`src/rtl/cfg_pkg.sv`:
```
// Shared definitions for the configuration loader: tile frame geometry, field positions and FSM states.
// The frame length grows by one parity slot when CFG_LOADER_PARITY_EN is defined.
package cfg_pkg;

  localparam int TILE_BITS = 77;

  // Field layout inside one tile frame (LSB positions and widths)
  localparam int CLB_LSB    = 54;
  localparam int CLB_W      = 23;
  localparam int CBLK_BL_LSB = 36;
  localparam int CBLK_TR_LSB = 18;
  localparam int CBLK_W     = 18;
  localparam int SBLK_LSB   = 0;
  localparam int SBLK_W     = 18;

`ifdef CFG_LOADER_PARITY_EN
  localparam int FRAME_EXTRA = 1;
`else
  localparam int FRAME_EXTRA = 0;
`endif

  typedef enum logic [1:0] {
    S_IDLE  = 2'd0,
    S_SHIFT = 2'd1,
    S_WRITE = 2'd2,
    S_DONE  = 2'd3
  } cfg_state_e;

endpackage

```
`src/rtl/cfg_frame_sr.sv`:
```
// MSB-first frame shift register feeding the tile bits bus, with the even parity of its contents.
// Contents only move on shift_en_i so the tiles see stable data between accepted bits.
module cfg_frame_sr
  import cfg_pkg::*;
#(
  parameter int WIDTH = cfg_pkg::TILE_BITS
) (
  input  logic             clk_i,
  input  logic             rst_ni,
  input  logic             shift_en_i,
  input  logic             bit_i,
  output logic [WIDTH-1:0] frame_o,
  output logic             parity_o
);

  logic [WIDTH-1:0] r_frame;

  always_ff @(posedge clk_i or negedge rst_ni) begin
    if (!rst_ni) begin
      r_frame <= '0;
    end else if (shift_en_i) begin
      r_frame <= {r_frame[WIDTH-2:0], bit_i};
    end
  end

  // Once a full frame has shifted in, the register holds exactly that frame's bits.
  assign parity_o = ^r_frame;
  assign frame_o  = r_frame;

endmodule

```
`src/rtl/cfg_loader.sv`:
```
// Serial configuration loader: assembles one frame per tile and pulses a one-hot write enable per tile.
// Build macro CFG_LOADER_PARITY_EN adds a trailing even-parity bit per frame; a mismatch aborts to DONE with err_o.
module cfg_loader
  import cfg_pkg::*;
#(
  parameter int NUM_TILES = 4,
  parameter int TILE_BITS = cfg_pkg::TILE_BITS
) (
  input  logic                 clk_i,
  input  logic                 rst_ni,
  input  logic                 start_i,
  input  logic                 bit_i,
  input  logic                 bit_valid_i,
  output logic                 bit_ready_o,
  output logic [TILE_BITS-1:0] bits_o,
  output logic [NUM_TILES-1:0] wr_en_o,
  output logic                 busy_o,
  output logic                 done_o,
  output logic                 err_o
);

  localparam int FRAME_LEN = TILE_BITS + FRAME_EXTRA;
  localparam int CNT_W     = (FRAME_LEN > 1) ? $clog2(FRAME_LEN) : 1;
  localparam int IDX_W     = (NUM_TILES > 1) ? $clog2(NUM_TILES) : 1;

  cfg_state_e       r_state;
  cfg_state_e       w_next;
  logic [CNT_W-1:0] r_bit_cnt;
  logic [IDX_W-1:0] r_tile_idx;
  logic             w_restart;
  logic             w_accept;
  logic             w_last;
  logic             w_last_tile;
  logic             w_shift_en;
  logic             w_parity;
  logic             w_par_fail;

  assign w_restart   = ((r_state == S_IDLE) || (r_state == S_DONE)) && start_i;
  assign w_accept    = bit_valid_i && (r_state == S_SHIFT);
  assign w_last      = w_accept && (r_bit_cnt == CNT_W'(FRAME_LEN - 1));
  assign w_last_tile = (r_tile_idx == IDX_W'(NUM_TILES - 1));

`ifdef CFG_LOADER_PARITY_EN
  logic r_err;

  // The parity bit occupies the count slot after the frame; it is checked, never stored.
  assign w_shift_en = w_accept && (r_bit_cnt != CNT_W'(TILE_BITS));
  assign w_par_fail = w_last && (bit_i != w_parity);

  always_ff @(posedge clk_i or negedge rst_ni) begin
    if (!rst_ni) begin
      r_err <= 1'b0;
    end else if (w_restart) begin
      r_err <= 1'b0;
    end else if (w_par_fail) begin
      r_err <= 1'b1;
    end
  end

  assign err_o = r_err;
`else
  logic w_unused_parity;

  assign w_unused_parity = w_parity;
  assign w_shift_en      = w_accept;
  assign w_par_fail      = 1'b0;
  assign err_o           = 1'b0;
`endif

  cfg_frame_sr #(
    .WIDTH(TILE_BITS)
  ) u_frame_sr (
    .clk_i      (clk_i),
    .rst_ni     (rst_ni),
    .shift_en_i (w_shift_en),
    .bit_i      (bit_i),
    .frame_o    (bits_o),
    .parity_o   (w_parity)
  );

  always_ff @(posedge clk_i or negedge rst_ni) begin
    if (!rst_ni) begin
      r_state <= S_IDLE;
    end else begin
      r_state <= w_next;
    end
  end

  always_comb begin
    w_next = r_state;
    case (r_state)
      S_IDLE, S_DONE: begin
        if (start_i) w_next = S_SHIFT;
      end
      S_SHIFT: begin
        if (w_last) w_next = w_par_fail ? S_DONE : S_WRITE;
      end
      S_WRITE: begin
        w_next = w_last_tile ? S_DONE : S_SHIFT;
      end
      default: w_next = S_IDLE;
    endcase
  end

  always_ff @(posedge clk_i or negedge rst_ni) begin
    if (!rst_ni) begin
      r_bit_cnt  <= '0;
      r_tile_idx <= '0;
    end else if (w_restart) begin
      r_bit_cnt  <= '0;
      r_tile_idx <= '0;
    end else begin
      if (w_accept) begin
        r_bit_cnt <= w_last ? '0 : r_bit_cnt + CNT_W'(1);
      end
      if ((r_state == S_WRITE) && !w_last_tile) begin
        r_tile_idx <= r_tile_idx + IDX_W'(1);
      end
    end
  end

  // Outputs decode registered state only, so no input reaches an output combinationally.
  assign bit_ready_o = (r_state == S_SHIFT);
  assign busy_o      = (r_state == S_SHIFT) || (r_state == S_WRITE);
  assign done_o      = (r_state == S_DONE);
  assign wr_en_o     = (r_state == S_WRITE) ? (NUM_TILES'(1) << r_tile_idx) : '0;

endmodule

```
`config.mk`:
```
export PLATFORM = sky130hd
export DESIGN_NAME = cfg_loader
export DESIGN_NICKNAME = d
export VERILOG_FILES = /design/src/rtl/cfg_pkg.sv /design/src/rtl/cfg_frame_sr.sv /design/src/rtl/cfg_loader.sv
export SDC_FILE = /design/constraint.sdc
export NUM_CORES = 1
export LEC_CHECK = 0
export BUFFER_PORTS_ARGS = -buffer_cell sky130_fd_sc_hd__buf_2
export CORE_ASPECT_RATIO = 1.2
export CORE_MARGIN = 3
export CORE_UTILIZATION = 25
export CTS_CLUSTER_SIZE = 28
export DETAILED_ROUTE_END_ITERATION = 10
export GPL_ROUTABILITY_DRIVEN = 0
export GPL_TIMING_DRIVEN = 0
export PLACE_DENSITY = 0.52
export SLEW_MARGIN = 30
export SYNTH_ARGS = -nofsm -noshare
export SYNTH_HDL_FRONTEND = slang
export SYNTH_SLANG_ARGS = --single-unit
```
`constraint.sdc`:
```
create_clock -name clk_i -period 1.94 [get_ports clk_i]
set_input_delay 0.097 -clock clk_i [delete_from_list [all_inputs] [get_ports clk_i]]
set_output_delay 0.097 -clock clk_i [all_outputs]
set_load 0.03 [all_outputs]
```
======== Word-level counts from Yosys, hierarchy flattened ========
Cells that the tools add are included.
word-level totals
  register bits ........................... 88
  bits of input ports ..................... 5
  output and inout port bits .............. 85
operators by class
  add/subtract/negate cells ............... 2
  eq/ne operators ......................... 7
  shifts and indexed selects .............. 1
  multiplexer cells ....................... 10
  reductions and logical operators ........ 12
operators with widths
  cell                                                 number
  2-to-1 mux 7 bit                                     3
  2-to-1 mux 2 bit                                     5
  adder 7 x 1 -> 7 bit, second input constant          1
  equality test 7 bit, second input constant           1
  equality test 2 bit, second input constant           3
  one-hot mux 2 bit (3 select lines)                   1
  logical AND 1 bit                                    4
  2-to-1 mux 4 bit                                     1
  nonzero test 2 bit                                   2
  << shifter 1 x 2 -> 4 bit, first input constant      1
  adder 2 x 1 -> 2 bit, second input constant          1
  equality test 2 x 1 -> 1 bit, second input constant  1
  logical NOT 2 bit                                    1
  logical OR 1 bit                                     2
  != test 2 x 1 -> 1 bit, second input constant        1
  != test 2 bit, second input constant                 1
  AND reduction 2 bit                                  1
  OR reduction 2 bit                                   1
  logical NOT 1 bit                                    1

======== Logic depth before layout (Yosys ltp) ========
Gate-level depths: netlist of the first run.
  word-level depth ........................ 6
  mapped depth ............................ 8
  depth with buffers taken out ............ 5

======== By module ========
Synthesis of the first run repeated with hierarchy kept, for this count alone.
unflattened totals
  cells, all modules ...................... 313
  area total of the unflattened synthesis .. 4297.9 µm²
by module, submodules not included
  module        times used  cells each  area an instance (µm²)
  cfg_frame_sr  1           231         3533.4
  cfg_loader    1           82          764.5

======== Worst setup path after synthesis of the first run ========
Ideal clock, no wire load.
  path type ............................... reg2reg
  from .................................... register r_state[1]
  to ...................................... register u_frame_sr.r_frame[25], in the netlist u_frame_sr.frame_o[25]
  setup time .............................. 125 ps
  arrival time ............................ 1717 ps
  required time ........................... 1815 ps
  setup slack ............................. 98 ps
  cell stages (with the launch flop) ...... 8
  cell sequence ........................... dfrtp_1 inv_1 ha_1 buf_4 nand2_2 buf_2 buf_6 mux2_2
on the way
  cells in the longest elaborated chain, start to end .. 2
ends and longest elaborated chain
  what                          line                RTL
  start, declared               cfg_loader.sv:26    cfg_state_e r_state;
  start signal, assigned        cfg_loader.sv:85    r_state <= w_next;
  equality test 2 x 1 -> 1 bit  --
  named net bit_ready_o         cfg_loader.sv:14    output logic bit_ready_o,
  logical AND 1 bit             cfg_loader.sv:39    assign w_accept = bit_valid_i && (r_state == S_SHIFT);
  end signal, assigned          cfg_frame_sr.sv:22  r_frame <= {r_frame[WIDTH-2:0], bit_i};
  end, declared                 cfg_frame_sr.sv:16  logic [WIDTH-1:0] r_frame;
The timed path passes the listed nets, and every way through them passes these cells.
A chain may end at the register's enable or synchronous reset.

======== Worst setup path in the final report of the first run ========
  from .................................... register r_state[1]
  to ...................................... register u_frame_sr.r_frame[28], in the netlist u_frame_sr.frame_o[28]
on the way
  cells in the longest elaborated chain, start to end .. 2
ends and longest elaborated chain
  what                          line
  equality test 2 x 1 -> 1 bit  cfg_loader.sv:39
  logical AND 1 bit             cfg_loader.sv:39
Every way passes these cells.

==> run summary, run 1 <==
GLOBAL ROUTE
----------------------------------------------------------------------------------------
First-pass GRT wire length                                                      12100 um
GRT Residual Overflow                                                                  0
Number of antenna violations at the first check in global routing                      0
Overall Global Routing Usage                                                       9.75%
Vias in the first global route                                                      2401
Maximum number of pins on one net before global-route repair                          56

TIMING
----------------------------------------------------------------------------------------
Unrepaired setup endpoints after global routing                                       no
Count of final hold-check violations                                                   0
Setup violation total in the final timing report                                       0
Final critical path time including I/O delays and setup                          1750 ps
Upper clock frequency limit                                                    0.570 GHz
Worst clock skew on the final layout                                             7.59 ps
Final count of pins violating max slew                                                 0
Worst hold slack                                                                  146 ps
Final critical-path setup slack                                                   185 ps
Final worst path period share                                                      90.5%

DRT
----------------------------------------------------------------------------------------
Overall via count from detail_route                                                 2293
Detailed-route DRC error count                                                         0
Number of routed nets with antenna violations                                          0
Number of optimization iterations in the first detailed-route pass                     4
Total wire length                                                                7130 um
Detailed-route vias per instance                                                    4.40
Number of DRC violations after detailed-routing iteration 0                           66
Mean routed wirelength per cell                                                  13.7 um

FINAL LAYOUT
----------------------------------------------------------------------------------------
Filler-free cell count of the finished design                                        521
Number of inserted diodes                                                              0
Post-layout nets                                                                     359
Fill cells                                                                          1372
Share of layout cells above drive strength 1                                       55.7%
Core Util, Final                                                                   33.5%
Synth-to-Final Area Change                                                         30.0%
Post-Layout Inst Area                                                       0.00466 sq mm

FLOORPLANNING
----------------------------------------------------------------------------------------
Floorplan row count                                                                   47
Height of the chip                                                                137 um
Die width                                                                         115 um
Die Footprint                                                               0.0158 sq mm
Effective utilization at floorplan                                                 25.7%
Number of top-level design ports                                                      90
Core region area                                                            0.0139 sq mm

PLACED DESIGN
----------------------------------------------------------------------------------------
Port-buffer cells                                                                     88
Post-placement setup slack                                                      -72.3 ps
Total half-perimeter wirelength after legalization and detailed placement        5170 um
Post-detailed-placement cell area                                           0.00428 sq mm
Number of placed instances with taps included                                        502

PWR
----------------------------------------------------------------------------------------
Share of power burned in combinational logic                                       23.0%
Maximum resistive drop on vdd                                                   0.823 mV
Internal power consumption                                                       3910 uW
Clk pwr share                                                                      35.1%
Sequential group share of total power                                              42.0%
Leakage power total                                                           0.00245 uW
PD cells                                                                    1220 mW/mm^2
Proportion of total power due to net switching                                     31.0%
Switching Power                                                                  1760 uW

SETUP PATH
----------------------------------------------------------------------------------------
CP required                                                                      2150 ps
Buffers and inverters on the worst path                                                4
Critical path peak fanout                                                             10
Crit start category                                                                 flop
Slowest stage delay, CP                                                           410 ps
Cells on worst reg2reg path                                                            7
Critical path start-end classification                                      flop to flop
Arrival time reported for the critical path endpoint                             1970 ps
Cell seen most often among critical-path stages                             sky130_fd_sc_hd__buf_6
Total number of cells along the worst setup path                                       7
Delay-heaviest family, CP                                                   buffers and inverters
Cell breakdown of the critical path                                         inv_1, ha_1, buf_4, nand2_4, buf_6, buf_6, mux2_2
Kind of end point of the critical path                                              flop
Slowest library cell on the worst path                                      sky130_fd_sc_hd__dfrtp_1

CLOCKING
----------------------------------------------------------------------------------------
Number of clock sinks seen by CTS                                                     88
Number of buffers created by CTS                                                       9
Buffer depth of the longest clock path                                                 2
CTS tree                                                                            done
Buffer cell driving the clock tree root                                     sky130_fd_sc_hd__clkbuf_16
Max H-tree Level                                                                       3
Clock insertion delay at the later pin of the skew report                         330 ps
Clk pin slew, worst setup/hold paths                                               60 ps

YOSYS
----------------------------------------------------------------------------------------
Post-synthesis cell type with the largest combined area                     sky130_fd_sc_hd__dfrtp_1
Synth cell types                                                                      32
Sequential fraction of the synthesis area                                          61.4%
Most common library cells after synthesis                                   88 x sky130_fd_sc_hd__dfrtp_1, 77 x sky130_fd_sc_hd__mux2_2, 9 x sky130_fd_sc_hd__ha_1, 8 x sky130_fd_sc_hd__inv_1, 7 x sky130_fd_sc_hd__buf_2
Most frequently used flop master after synthesis                            sky130_fd_sc_hd__dfrtp_1
Number of instances in the synthesized netlist                                       242
Area share of the largest cell type after synthesis                                61.4%
Total of warnings raised by yosys                                                      0
Number of nets produced by synthesis                                                 256
Largest cells by area after synthesis                                       sky130_fd_sc_hd__dfrtp_1 61%, sky130_fd_sc_hd__mux2_2 24%, sky130_fd_sc_hd__ha_1 3.1%
Most frequent cell after synthesis                                          sky130_fd_sc_hd__dfrtp_1
Post-Syn Area per Cell                                                        14.8 sq um
EDFF count, synth                                                                      0
Asr flop ratio synth                                                                100%
Number of register bits inferred by synthesis                                         88
Cell area after technology mapping                                          0.00359 sq mm

MIN PATH
----------------------------------------------------------------------------------------
Number of instances on the worst hold path                                             3
Hold crit path type                                                         primary input to flop

FLOW RUN
----------------------------------------------------------------------------------------
Max-cap violation count                                                                0

STATUS
----------------------------------------------------------------------------------------
Result of the run                                                           finished clean

per-layer routing:
layer | vias up | GRT usage (%) | share of wire (%)
li1 | 1070 | - | -
met1 | 1145 | 11.9 | 43
met2 | 67 | 15.3 | 49
met3 | 11 | 3.38 | 6.6
met4 | 0 | 4.76 | 1.9
met5 | - | 0 | 0
cells by family after synthesis:
| family | after synthesis | synth area share (%) |
|---|---|---|
| DFF | 88 | 61.4 |
| muxes | 77 | 24.2 |
| and+or+nand+nor | 28 | 4.46 |
| AOI/OAI and AO/OA | 19 | 3.70 |
| buffers and inverters | 18 | 2.55 |
| adders and majority gates | 9 | 3.14 |
| xor gates and xnor gates | 2 | 0.488 |
| other | 1 | 0.105 |
power groups by stage:
stage          Combinational [uW]  Sequential [uW]  Clock (uW)
6_report                     1300             2380        1990
5_1_grt                      1410             2440        2140
4_1_cts                      1330             2390        2070
3_5_place_dp                 1320             2420           0
3_3_place_gp                 1290             2400           0
2_1_floorplan                 398             2890           0
path summary, 6_finish.rpt:
kind | endpoint | slack [ps] | start
setup reg to reg | u_frame_sr.frame_o[28] | 190 | r_state[1]
hold / removal | r_bit_cnt[1] | 150 | bit_valid_i
setup / recovery | u_frame_sr.frame_o[28] | 190 | r_state[1]
max in group asynchronous | r_bit_cnt[0] | 1150 | rst_ni
hold reg to reg | u_frame_sr.frame_o[76] | 500 | u_frame_sr.frame_o[76]
min in group asynchronous | u_frame_sr.frame_o[71] | 210 | rst_ni
cells in the final DEF (no fill, tap or decap), types with 4 or more instances in the layout:
cell type,instances
sky130_fd_sc_hd__clkbuf_16,9
sky130_fd_sc_hd__ha_1,9
sky130_fd_sc_hd__and2_1,5
sky130_fd_sc_hd__nand3_1,4
sky130_fd_sc_hd__dfrtp_1,88
sky130_fd_sc_hd__buf_2,93
sky130_fd_sc_hd__mux2_2,77
sky130_fd_sc_hd__nand2_1,6
sky130_fd_sc_hd__inv_1,8
sky130_fd_sc_hd__a21oi_1,4
stage by stage:
step / power [uW] / setup TNS, ps
floorplan: 3290 / 0
global placement: 3680 / -447
detailed placement: 3740 / -489
CTS: 5790 / 0
global route: 5990 / 0
finish: 5670 / 0
state kept, by name (all words and copies together), names as in the netlist:
register            flops
u_frame_sr.frame_o     77
r_bit_cnt               7
r_state                 2
r_tile_idx              2
cell type report:
| type | count | area, sq um | share of cell area [%] |
|---|---|---|---|
| clock buffer | 11 | 243 | 5.21 |
| inverter | 8 | 30.0 | 0.644 |
| multi-input combinational | 136 | 1300 | 27.9 |
| sequential | 88 | 2200 | 47.2 |
| tap | 171 | 214 | 4.59 |
| timing repair buffer | 92 | 504 | 10.8 |
| buffer | 10 | 67.6 | 1.45 |
| clock inverter | 5 | 104 | 2.23 |
repair_timing:
item / in CTS / in global routing
gates resized for setup: 1 / 2
hold endpoints to repair: 37 / 0
endpoints found under the setup margin: 8 / 8
hold buffers: 3 / 0
buffers inserted: 0 / 0
worst reg2reg max path, delay by kind of cell (launching register included):
kind | cells | cell delay (ps)
adders and majority gates | 1 | 180
buffers and inverters | 4 | 560
DFF | 1 | 410
muxes | 1 | 340
and+or+nand+nor | 1 | 140
Power figures use the tool's default switching activity.
==> run 2: changes to the inputs <==
Settings changed: PLACE_DENSITY 0.52 to not set, PLACE_DENSITY_LB_ADDON set to 0.25.
==> run summary, run 2 (synthesis results as in run 1) <==
GLOBAL ROUTE
----------------------------------------------------------------------------------------
Number of antenna violations at the first check in global routing                      0
Overall Global Routing Usage                                                       9.79%
Vias in the first global route                                                      2283
Maximum number of pins on one net before global-route repair                          46
Met2 usage                                                                         15.2%
Met3 track utilization from global routing                                         3.25%
First-pass GRT wire length                                                      11800 um
GRT Residual Overflow                                                                  0
Met1 Usage GRT                                                                     11.7%
Layer with the highest usage                                                        met2

PLACED DESIGN
----------------------------------------------------------------------------------------
Total half-perimeter wirelength after legalization and detailed placement        5160 um
Port-buffer cells                                                                     88
Post-placement setup slack                                                      -83.1 ps

PWR
----------------------------------------------------------------------------------------
Total chip power                                                                 5330 uW
PD cells                                                                    1160 mW/mm^2
Maximum resistive drop on vdd                                                   0.678 mV
Leakage power total                                                           0.00241 uW

FINAL LAYOUT
----------------------------------------------------------------------------------------
Most frequent cells in the layout                                           93 x sky130_fd_sc_hd__buf_2, 88 x sky130_fd_sc_hd__dfrtp_1, 77 x sky130_fd_sc_hd__mux2_2
Synth-to-Final Area Change                                                         28.0%
Most common cell after layout, fill and taps aside                          sky130_fd_sc_hd__buf_2
Max reg flops                                                                         77
Number of inserted diodes                                                              0
Post-layout nets                                                                     359
Share of layout cells above drive strength 1                                       55.0%

TIMING
----------------------------------------------------------------------------------------
Final count of pins violating max slew                                                 0
Upper clock frequency limit                                                    0.552 GHz
Worst hold slack                                                                  145 ps
Accumulated negative setup slack                                                    0 ps
Final critical-path setup slack                                                   128 ps
Final critical path time including I/O delays and setup                          1810 ps
Worst clock skew on the final layout                                             6.79 ps
Unrepaired setup endpoints after global routing                                       no
Count of final hold-check violations                                                   0
Setup violation total in the final timing report                                       0
Final worst path period share                                                      93.4%

CLOCKING
----------------------------------------------------------------------------------------
Max H-tree Level                                                                       3
Buffer depth of the longest clock path                                                 2
Buffer cell driving the clock tree root                                     sky130_fd_sc_hd__clkbuf_16
Clock insertion delay at the later pin of the skew report                         340 ps
Clk pin slew, worst setup/hold paths                                               60 ps
Number of clock sinks seen by CTS                                                     88
Number of buffers created by CTS                                                       9
CTS tree                                                                            done

FLOORPLANNING
----------------------------------------------------------------------------------------
Die width                                                                         115 um
Effective utilization at floorplan                                                 25.7%
Height of the chip                                                                137 um
Core region area                                                            0.0139 sq mm
Floorplan row count                                                                   47
Number of top-level design ports                                                      90
Die Footprint                                                               0.0158 sq mm

SETUP PATH
----------------------------------------------------------------------------------------
Slowest stage delay, CP                                                           410 ps
Startpoint of the most critical setup path                                    r_state[1]
Crit start category                                                                 flop
Critical path start-end classification                                      flop to flop
Kind of end point of the critical path                                              flop
CP required                                                                      2160 ps
Delay-heaviest family, CP                                                   buffers and inverters
Arrival time reported for the critical path endpoint                             2030 ps
Slowest library cell on the worst path                                      sky130_fd_sc_hd__dfrtp_1
Reg-to-Reg End                                                              u_frame_sr.frame_o[30]
Cell breakdown of the critical path                                         inv_1, ha_1, buf_4, nand2_4, buf_4, buf_6, mux2_2
CP Capture Point                                                            u_frame_sr.frame_o[30]
Total number of cells along the worst setup path                                       7
RR Startpoint                                                                 r_state[1]
Cells on worst reg2reg path                                                            7
Cell seen most often among critical-path stages                             sky130_fd_sc_hd__buf_4
Setup slack on the worst flop-to-flop path                                        130 ps
Buffers and inverters on the worst path                                                4
Critical path peak fanout                                                             10

DRT
----------------------------------------------------------------------------------------
Overall via count from detail_route                                                 2273
Number of optimization iterations in the first detailed-route pass                     4
Detailed-route vias per instance                                                    4.37
Number of routed nets with antenna violations                                          0
Total wire length                                                                7150 um
Mean routed wirelength per cell                                                  13.7 um
Number of DRC violations after detailed-routing iteration 0                           60
Detailed-route DRC error count                                                         0

FLOW RUN
----------------------------------------------------------------------------------------
Max-cap violation count                                                                0

STATUS
----------------------------------------------------------------------------------------
Result of the run                                                           finished clean

MIN PATH
----------------------------------------------------------------------------------------
Hold crit path type                                                         primary input to flop

-- run 2: cell count changes in the layout (fill, tap and decap cells not counted) --
| cell | change |
|---|---|
| sky130_fd_sc_hd__clkbuf_8 | -1 |
| sky130_fd_sc_hd__o21ai_1 | +1 |
| sky130_fd_sc_hd__buf_6 | -1 |
| sky130_fd_sc_hd__o21ai_0 | -1 |
| sky130_fd_sc_hd__bufinv_16 | -2 |
| sky130_fd_sc_hd__buf_4 | +1 |
| sky130_fd_sc_hd__clkbuf_1 | +2 |
-- run 2: cell type report --
| cell class | instances | area, sq um |
|---|---|---|
| Buffer | 10 | 63.8 |
| Clock buffer | 12 | 236 |
| Clock inverter | 3 | 43.8 |
| Fill cell | 1391 | 9340 |
| Inverter | 8 | 30.0 |
| Multi-Input combinational cell | 136 | 1300 |
| Sequential cell | 88 | 2200 |
| Tap cell | 171 | 214 |
| Timing Repair Buffer | 92 | 504 |
-- run 2: what timing repair did --
action                     CTS  global route
hold buffers                 3             0
setup endpoints to repair    8             2
resized for setup            2             1
setup buffers                0             0
pin swaps                    0             0
hold endpoints to repair    45             0
-- run 2: how the worst min path moves through the flow --
stage / startpoint / to / slack (ps) / cells after the start
floorplan: rst_ni / r_bit_cnt[0] / -200 / 0
global placement: bit_i / u_frame_sr.frame_o[0] / 330 / 2
detailed placement: rst_ni / r_state[1] / 50 / 1
CTS: bit_valid_i / r_bit_cnt[0] / 130 / 3
global route: bit_valid_i / r_bit_cnt[1] / 180 / 3
finish: bit_valid_i / r_bit_cnt[0] / 150 / 3
-- run 2: metrics by stage --
stage               instance area, sq um  std cells  utilization (%)
finish                              4590        520             33.0
global placement                    4240        501             30.4
CTS                                 4590        520             33.0
floorplan                           3590        242                -
detailed placement                  4280        502             30.7
global route                        4590        520             33.0
-- run 2: metal layers --
layer	routed length (um)	share of wire [%]	vias up
met4	206	2.9	0
met2	3440	48	62
met1	3030	42	1133
met5	0	0	-
met3	469	6.6	13
li1	-	-	1065
-- run 2: tightest hold or removal path, stage by stage --
cell and delay (ps):
sky130_fd_sc_hd__buf_2 150, sky130_fd_sc_hd__o2111ai_1 110, sky130_fd_sc_hd__a21boi_0 80
-- run 2: report_power, final --
part | total [uW] | switching [uW] | internal, uW
Combinational | 1300 | 826 | 471
Clock | 1660 | 669 | 992
Sequential | 2370 | 226 | 2150
Total | 5330 | 1720 | 3610
